==> src/rtl/id_pipe_stage.sv <==
// id_pipe_stage: RV64I/RV32I decode stage feeding a 2-entry skid buffer.
// Define ID_ILLEGAL_EN to flag undecodable encodings on out_illegal.
module id_pipe_stage #(
  parameter int XLEN  = 64,
  parameter int ALU_W = 10
) (
  input  logic             clk,
  input  logic             rst,
  input  logic             flush,
  input  logic             in_valid,
  output logic             in_ready,
  input  logic [31:0]      in_inst,
  input  logic [XLEN-1:0]  in_pc,
  output logic             rs1_r_ena,
  output logic             rs2_r_ena,
  output logic [4:0]       rs1_r_addr,
  output logic [4:0]       rs2_r_addr,
  input  logic [XLEN-1:0]  r_data1,
  input  logic [XLEN-1:0]  r_data2,
  output logic             out_valid,
  input  logic             out_ready,
  output logic [XLEN-1:0]  out_pc,
  output logic [XLEN-1:0]  out_op1,
  output logic [XLEN-1:0]  out_op2,
  output logic [XLEN-1:0]  out_jmp,
  output logic [ALU_W-1:0] out_alu,
  output logic [7:0]       out_bj,
  output logic [6:0]       out_load,
  output logic [3:0]       out_save,
  output logic             out_rd_wena,
  output logic [4:0]       out_rd_addr,
  output logic             out_mem_rd,
  output logic             out_mem_wr,
  output logic             out_is_word,
  output logic             out_illegal
);
  localparam bit RV64 = XLEN == 64;
  localparam logic [9:0] A_ADD = 10'h001, A_SUB = 10'h002, A_SLT = 10'h004, A_SLTU = 10'h008,
    A_XOR = 10'h010, A_OR = 10'h020, A_AND = 10'h040, A_SLL = 10'h080, A_SRL = 10'h100, A_SRA = 10'h200;

  typedef struct packed {
    logic [XLEN-1:0]  pc;
    logic [XLEN-1:0]  op1;
    logic [XLEN-1:0]  op2;
    logic [XLEN-1:0]  jmp;
    logic [ALU_W-1:0] alu;
    logic [7:0]       bj;
    logic [6:0]       load;
    logic [3:0]       save;
    logic             rd_wena;
    logic [4:0]       rd_addr;
    logic             mem_rd;
    logic             mem_wr;
    logic             is_word;
    logic             illegal;
  } bundle_t;

  typedef enum logic [1:0] {EMPTY, ONE, TWO} state_t;

  logic [6:0] opc, f7;
  logic [2:0] f3;
  logic is_lui, is_auipc, is_jal, is_jalr, is_br, is_ld, is_st;
  logic is_opi, is_op, is_opiw, is_opw, is_fence, is_sys;
  logic sh_ok, f7_ok, legal, alt, rd_en;
  logic [XLEN-1:0] imm_i, imm_s, imm_b, imm_u, imm_j, jalr_sum;
  logic [9:0] alu_f3, alu10;
  bundle_t dec, m_q, s_q;
  state_t state_q;
  logic in_ready_q, out_valid_q;
  logic push, pop;

  assign opc = in_inst[6:0];
  assign f3  = in_inst[14:12];
  assign f7  = in_inst[31:25];

  assign is_lui   = opc == 7'h37;
  assign is_auipc = opc == 7'h17;
  assign is_jal   = opc == 7'h6f;
  assign is_jalr  = opc == 7'h67;
  assign is_br    = opc == 7'h63;
  assign is_ld    = opc == 7'h03;
  assign is_st    = opc == 7'h23;
  assign is_opi   = opc == 7'h13;
  assign is_op    = opc == 7'h33;
  assign is_opiw  = RV64 && opc == 7'h1b;
  assign is_opw   = RV64 && opc == 7'h3b;
  assign is_fence = opc == 7'h0f;
  assign is_sys   = opc == 7'h73;

  assign imm_i = XLEN'($signed(in_inst[31:20]));
  assign imm_s = XLEN'($signed({in_inst[31:25], in_inst[11:7]}));
  assign imm_b = XLEN'($signed({in_inst[31], in_inst[7], in_inst[30:25], in_inst[11:8], 1'b0}));
  assign imm_u = XLEN'($signed({in_inst[31:12], 12'h000}));
  assign imm_j = XLEN'($signed({in_inst[31], in_inst[19:12], in_inst[20], in_inst[30:21], 1'b0}));
  assign jalr_sum = r_data1 + imm_i;

  // RV64 shift immediates carry a 6-bit shamt, so only inst[31:26] is funct
  assign sh_ok = RV64 ? (in_inst[31:26] == 6'h00 || (f3 == 3'd5 && in_inst[31:26] == 6'h10))
                      : (f7 == 7'h00 || (f3 == 3'd5 && f7 == 7'h20));
  assign f7_ok = f7 == 7'h00 || (f7 == 7'h20 && (f3 == 3'd0 || f3 == 3'd5));
  assign legal = is_lui | is_auipc | is_jal
    | (is_jalr & f3 == 3'd0)
    | (is_br & f3[2:1] != 2'b01)
    | (is_ld & f3 != 3'd7 & (RV64 | (f3 != 3'd3 & f3 != 3'd6)))
    | (is_st & ~f3[2] & (RV64 | f3 != 3'd3))
    | (is_opi & ((f3 != 3'd1 & f3 != 3'd5) | sh_ok))
    | (is_op & f7_ok)
    | (is_opiw & (f3 == 3'd0 | ((f3 == 3'd1 | f3 == 3'd5) & f7_ok)))
    | (is_opw & (f3 == 3'd0 | f3 == 3'd1 | f3 == 3'd5) & f7_ok)
    | (is_fence & f3 == 3'd0)
    | (is_sys & (in_inst[31:7] == 25'h0 | in_inst[31:7] == 25'h2000));

  assign alt = in_inst[30] & (is_op | is_opw | f3 == 3'd5);
  assign alu_f3 = f3 == 3'd0 ? (alt ? A_SUB : A_ADD) : f3 == 3'd1 ? A_SLL : f3 == 3'd2 ? A_SLT :
                  f3 == 3'd3 ? A_SLTU : f3 == 3'd4 ? A_XOR : f3 == 3'd5 ? (alt ? A_SRA : A_SRL) :
                  f3 == 3'd6 ? A_OR : A_AND;
  assign alu10 = (is_op | is_opi | is_opiw | is_opw) ? alu_f3 :
                 (is_lui | is_auipc | is_ld | is_st) ? A_ADD : 10'h000;
  assign rd_en = legal & (is_lui | is_auipc | is_jal | is_jalr | is_ld | is_opi | is_op | is_opiw | is_opw);

  assign rs1_r_ena  = is_jalr | is_br | is_ld | is_st | is_opi | is_op | is_opiw | is_opw;
  assign rs2_r_ena  = is_br | is_st | is_op | is_opw;
  assign rs1_r_addr = rs1_r_ena ? in_inst[19:15] : 5'd0;
  assign rs2_r_addr = rs2_r_ena ? in_inst[24:20] : 5'd0;

  always_comb begin
    dec = '0;
    dec.pc = in_pc;
    dec.op1 = is_auipc ? in_pc : is_lui ? '0 : r_data1;
    dec.op2 = (is_op | is_opw | is_br) ? r_data2 : is_st ? imm_s : (is_lui | is_auipc) ? imm_u :
              is_jal ? imm_j : imm_i;
    dec.jmp = is_jalr ? {jalr_sum[XLEN-1:1], 1'b0} : is_br ? imm_b : is_jal ? imm_j : '0;
    dec.alu = legal ? ALU_W'(alu10) : '0;
    dec.bj = ~legal ? 8'h00 : is_br ? {2'b00, f3 == 3'd7, f3 == 3'd6, f3 == 3'd5, f3 == 3'd4, f3 == 3'd1, f3 == 3'd0}
                                    : {is_jalr, is_jal, 6'b000000};
    dec.load = legal & is_ld ? {f3 == 3'd6, f3 == 3'd5, f3 == 3'd4, f3 == 3'd3, f3 == 3'd2, f3 == 3'd1, f3 == 3'd0} : 7'h00;
    dec.save = legal & is_st ? {f3 == 3'd3, f3 == 3'd2, f3 == 3'd1, f3 == 3'd0} : 4'h0;
    dec.rd_wena = rd_en;
    dec.rd_addr = rd_en ? in_inst[11:7] : 5'd0;
    dec.mem_rd = legal & is_ld;
    dec.mem_wr = legal & is_st;
    dec.is_word = legal & (is_opiw | is_opw);
`ifdef ID_ILLEGAL_EN
    dec.illegal = ~legal;
`else
    dec.illegal = 1'b0;
`endif
  end

  assign push = in_valid & in_ready_q;
  assign pop  = out_valid_q & out_ready;

  always_ff @(posedge clk) begin
    if (rst) begin
      state_q     <= EMPTY;
      in_ready_q  <= 1'b1;
      out_valid_q <= 1'b0;
      m_q         <= '0;
      s_q         <= '0;
    end else if (flush) begin
      state_q     <= EMPTY;
      in_ready_q  <= 1'b1;
      out_valid_q <= 1'b0;
    end else begin
      case (state_q)
        EMPTY: if (push) begin
          state_q     <= ONE;
          m_q         <= dec;
          out_valid_q <= 1'b1;
        end
        ONE: if (push & ~pop) begin
          state_q    <= TWO;
          s_q        <= dec;
          in_ready_q <= 1'b0;
        end else if (push) begin
          m_q <= dec;
        end else if (pop) begin
          state_q     <= EMPTY;
          out_valid_q <= 1'b0;
        end
        TWO: if (pop) begin
          state_q    <= ONE;
          m_q        <= s_q;
          in_ready_q <= 1'b1;
        end
        default: state_q <= EMPTY;
      endcase
    end
  end

  assign in_ready    = in_ready_q;
  assign out_valid   = out_valid_q;
  assign out_pc      = m_q.pc;
  assign out_op1     = m_q.op1;
  assign out_op2     = m_q.op2;
  assign out_jmp     = m_q.jmp;
  assign out_alu     = m_q.alu;
  assign out_bj      = m_q.bj;
  assign out_load    = m_q.load;
  assign out_save    = m_q.save;
  assign out_rd_wena = m_q.rd_wena;
  assign out_rd_addr = m_q.rd_addr;
  assign out_mem_rd  = m_q.mem_rd;
  assign out_mem_wr  = m_q.mem_wr;
  assign out_is_word = m_q.is_word;
  assign out_illegal = m_q.illegal;
endmodule

==> config.mk <==
export PLATFORM = sky130hd
export DESIGN_NAME = id_pipe_stage
export DESIGN_NICKNAME = d
export VERILOG_FILES = /design/src/rtl/id_pipe_stage.sv
export SDC_FILE = /design/constraint.sdc
export NUM_CORES = 2
export LEC_CHECK = 0
export CAP_MARGIN = 30
export CORE_ASPECT_RATIO = 0.7
export CORE_MARGIN = 2
export CORE_UTILIZATION = 45
export CTS_CLUSTER_SIZE = 24
export DETAILED_ROUTE_END_ITERATION = 12
export DONT_BUFFER_PORTS = 1
export PLACE_DENSITY = 0.72
export SETUP_SLACK_MARGIN = 0.2
export SLEW_MARGIN = 0
export SYNTH_ARGS = -nofsm -noshare
export SYNTH_HDL_FRONTEND = slang
export SYNTH_SLANG_ARGS = --single-unit
==> constraint.sdc <==
create_clock -name clk -period 4.2 [get_ports clk]
set_input_delay 0.63 -clock clk [delete_from_list [all_inputs] [get_ports clk]]
set_output_delay 0.63 -clock clk [all_outputs]
set_load 0.02 [all_outputs]
==> flow_summary.toml <==
[setup_path]
timing.critical_path.to_type = "flop"
timing.critical_path.depth = 12
worstPathArrival_ns = 3.55
critical_path.slowest_cell = "sky130_fd_sc_hd__fa_1"
worst_path_dominant_cell_family = "compound AO/OA/AOI/OAI gates"
reg2regPathDepth = 4
timing.critical_path.cells = "and2_1 -> fa_1 -> a21oi_1 -> o21ai_0 -> and3_1 -> o21ai_0 -> a21oi_1 -> a31o_2 -> a41o_1 -> a41oi_1 -> mux2i_1 -> a21oi_1"
cp_common_cell = "sky130_fd_sc_hd__a21oi_1"
setup.worst_path.class = "primary input to flop"
crit_required_ns = 4.67
critPathLaunchType = "primary input"
max_stage_delay_ns = 0.40
critical_path.max_fanout = 7
cp.buffers_inverters = 0

[logic_synthesis]
synth_enable_flop_cells = 0
synth-seq-area-share = 0.416
post_synth_cell_types = 79
post_synth_instance_area_sq_um = 28400
synth_cells = 3722
ys_async_sr_fraction = 0
yosys_most_used_dff = "sky130_fd_sc_hd__dfxtp_1"
ys_warn_count = 0
yosys_register_bits = 590
syn_avg_cell_area_sq_um = 7.63

[clock_tree]
number_of_gates_resized_after_cts = 0
cts-root-to-sink-buffers = 3
clock-sinks = 590
clock-root-buffer = "sky130_fd_sc_hd__clkbuf_16"
clk_pin_slew_worst_paths_ns = 0.07
clock_tree_from_tritoncts = "done"
postCtsHoldBufs = 0
clock_tree.htree_level_count = 2
postCtsSetupBuffers = 0
clk_latency_ns = 0.62
numCtsBuffers = 57

[power_and_ir_drop]
clockPowerShare = 0.417
switching_power_w = 0.00350
power-per-cell-area_nw_per_um2 = 418
leakage_nw = 11.1
power.ir.vdd_worst_mv = 0.291
power_switching_share = 0.272
share_comb_of_total_power = 0.108
seqPwrFrac = 0.476
p_int_w = 0.00937
total_power_w = 0.0129

[floorplan]
die_area_sq_um = 65100
rows = 76
core_sq_um = 61900
die_width_um = 304
initial_utilization = 0.459
floorplan.io_pins = 538
fp.dieH_um = 214

[global_routing]
antenna_found_initial = 3
grt_max_degree = 544
grt_usage = 0.284
number_of_global_route_vias_before_repair = 24100
grt_first_pass_wirelength_mm = 148
grt.overflow.total = 0

[routing]
drc = 0
via_count = 26700
post_drt_wl_per_cell_um = 22.2
drt_first_iter_violations = 3061
detail_route.vias_per_cell = 6.11
route.final.wire_length_mm = 97.0
drt_pass_1_iters = 9
final_antenna_net_count = 0

[hold_path]
min_path_type = "primary input to flop"
whs_path_depth = 1

[sta]
post-route-min-period_ns = 3.08
maxSlewViolCount = 81
finalClockSkew_ns = 0.0205
final_hold_viol_count = 0
totalNegativeSetupSlack_ns = 0
max_slew.worst_pin.slew_ns = 1.55
timing.max_slew.rel_slack = -0.0350
final.period_utilization = 0.734
report.final.setup_viol = 0
rsz0062_at_grt = "no"
maxClockFrequency_ghz = 0.324

[cells_and_area]
finalNetCount = 3800
area_growth_syn_to_layout_pct = 8.61
final_cell_area_sq_um = 30800
mostFrequentLayoutCells = "sky130_fd_sc_hd__nor2_1, sky130_fd_sc_hd__dfxtp_1, sky130_fd_sc_hd__nand2_1"
final_common_cell = "sky130_fd_sc_hd__nor2_1"
final_layout_size_suffix_gt1_frac = 0.0515

[placement]
gpl.final_weighted_congestion = 0.961
buffer_ports.inserted = 0
dp_hpwl_mm = 66.0
dpl-instance-area_sq_um = 28900

[run]
timing.max_cap.violations = 0

[run_status]
failed_checks = "max-slew violations"
run_status = "complete, but fails checks"
cell families after synthesis:
kind of cell	share of synthesized area
and+or+nand+nor	0.206
AOI/OAI and AO/OA	0.282
DFF	0.416
buffers and inverters	0.0462
adders and majority gates	0.0280
xor gates and xnor gates	0.0163
muxes	0.00533
other	0.000132
synthesized netlist by cell type, types with 18 or more instances:
cell type / instances / share of area
sky130_fd_sc_hd__a211oi_1: 271 / 0.072
sky130_fd_sc_hd__nand3_1: 34 / 0.0060
sky130_fd_sc_hd__ha_1: 62 / 0.027
sky130_fd_sc_hd__nor3_1: 84 / 0.015
sky130_fd_sc_hd__a311oi_1: 96 / 0.030
sky130_fd_sc_hd__nand2_1: 527 / 0.070
sky130_fd_sc_hd__dfxtp_1: 590 / 0.42
sky130_fd_sc_hd__a21oi_1: 455 / 0.080
sky130_fd_sc_hd__a21o_1: 28 / 0.0074
sky130_fd_sc_hd__nand4_1: 18 / 0.0040
sky130_fd_sc_hd__xnor2_1: 31 / 0.0096
sky130_fd_sc_hd__o22ai_1: 18 / 0.0040
sky130_fd_sc_hd__and2_1: 21 / 0.0046
sky130_fd_sc_hd__o21ai_0: 151 / 0.027
sky130_fd_sc_hd__nor2_1: 648 / 0.086
sky130_fd_sc_hd__xor2_1: 20 / 0.0062
sky130_fd_sc_hd__clkbuf_1: 303 / 0.040
sky130_fd_sc_hd__and3_1: 22 / 0.0048
sky130_fd_sc_hd__a22oi_1: 76 / 0.020
final cells by class:
class                      instances  area, sq um
multi-input combinational       2788        15300
sequential                       590        11800
inverter                          17         63.8
timing repair buffer              54          638
clock inverter                    20          233
fill                            5995        31100
tap                              819         1020
clock buffer                      84         1710
antenna                            1         2.50
power by group through the flow:
stage	logic, W	registers, W	clock network, W
after floorplan	0.00112	0.00619	0
after CTS	0.00136	0.00612	0.00545
final	0.00138	0.00613	0.00536
after detailed placement	0.00136	0.00625	0
after global placement	0.00134	0.00625	0
after global routing	0.00155	0.00614	0.00566
per-layer routing:
| metal | vias up | wire length, um | global-route usage |
|---|---|---|---|
| met5 | - | 10 | 0 |
| met4 | 2 | 3170 | 0.0909 |
| met3 | 188 | 10800 | 0.0891 |
| met2 | 1196 | 39800 | 0.405 |
| met1 | 12500 | 43200 | 0.405 |
| li1 | 12900 | - | - |
through the flow:
stage / setup WS, ns / cells / utilization / hold slack, ns
6_report: 1.12 / 4373 / 0.498 / 0.109
5_1_grt: 0.932 / 4372 / 0.498 / 0.0868
4_1_cts: 1.20 / 4371 / 0.498 / 0.0697
3_5_place_dp: 0.555 / 4267 / 0.466 / 0.443
3_3_place_gp: 0.599 / 4267 / 0.466 / 0.440
2_1_floorplan: 1.05 / 3723 / - / 0.432
path summary, 6_finish.rpt:
kind	start	endpoint	slack (ns)
setup / recovery	in_inst[20]	s_q[95]	1.12
hold / removal	rst	out_rd_addr[0]	0.11
setup reg to reg	state_q[0]	out_jmp[37]	1.33
hold reg to reg	s_q[30]	s_q[30]	0.45
state kept, by name, indices dropped and copies added, names as in the netlist, 2 cells and up:
register / count
out_alu: 10
out_load: 7
out_save: 4
out_rd_addr: 5
out_jmp: 63
state_q: 2
out_op1: 64
out_op2: 64
out_bj: 8
s_q: 293
out_pc: 64
Note: power is estimated with default switching activity, not from simulation.
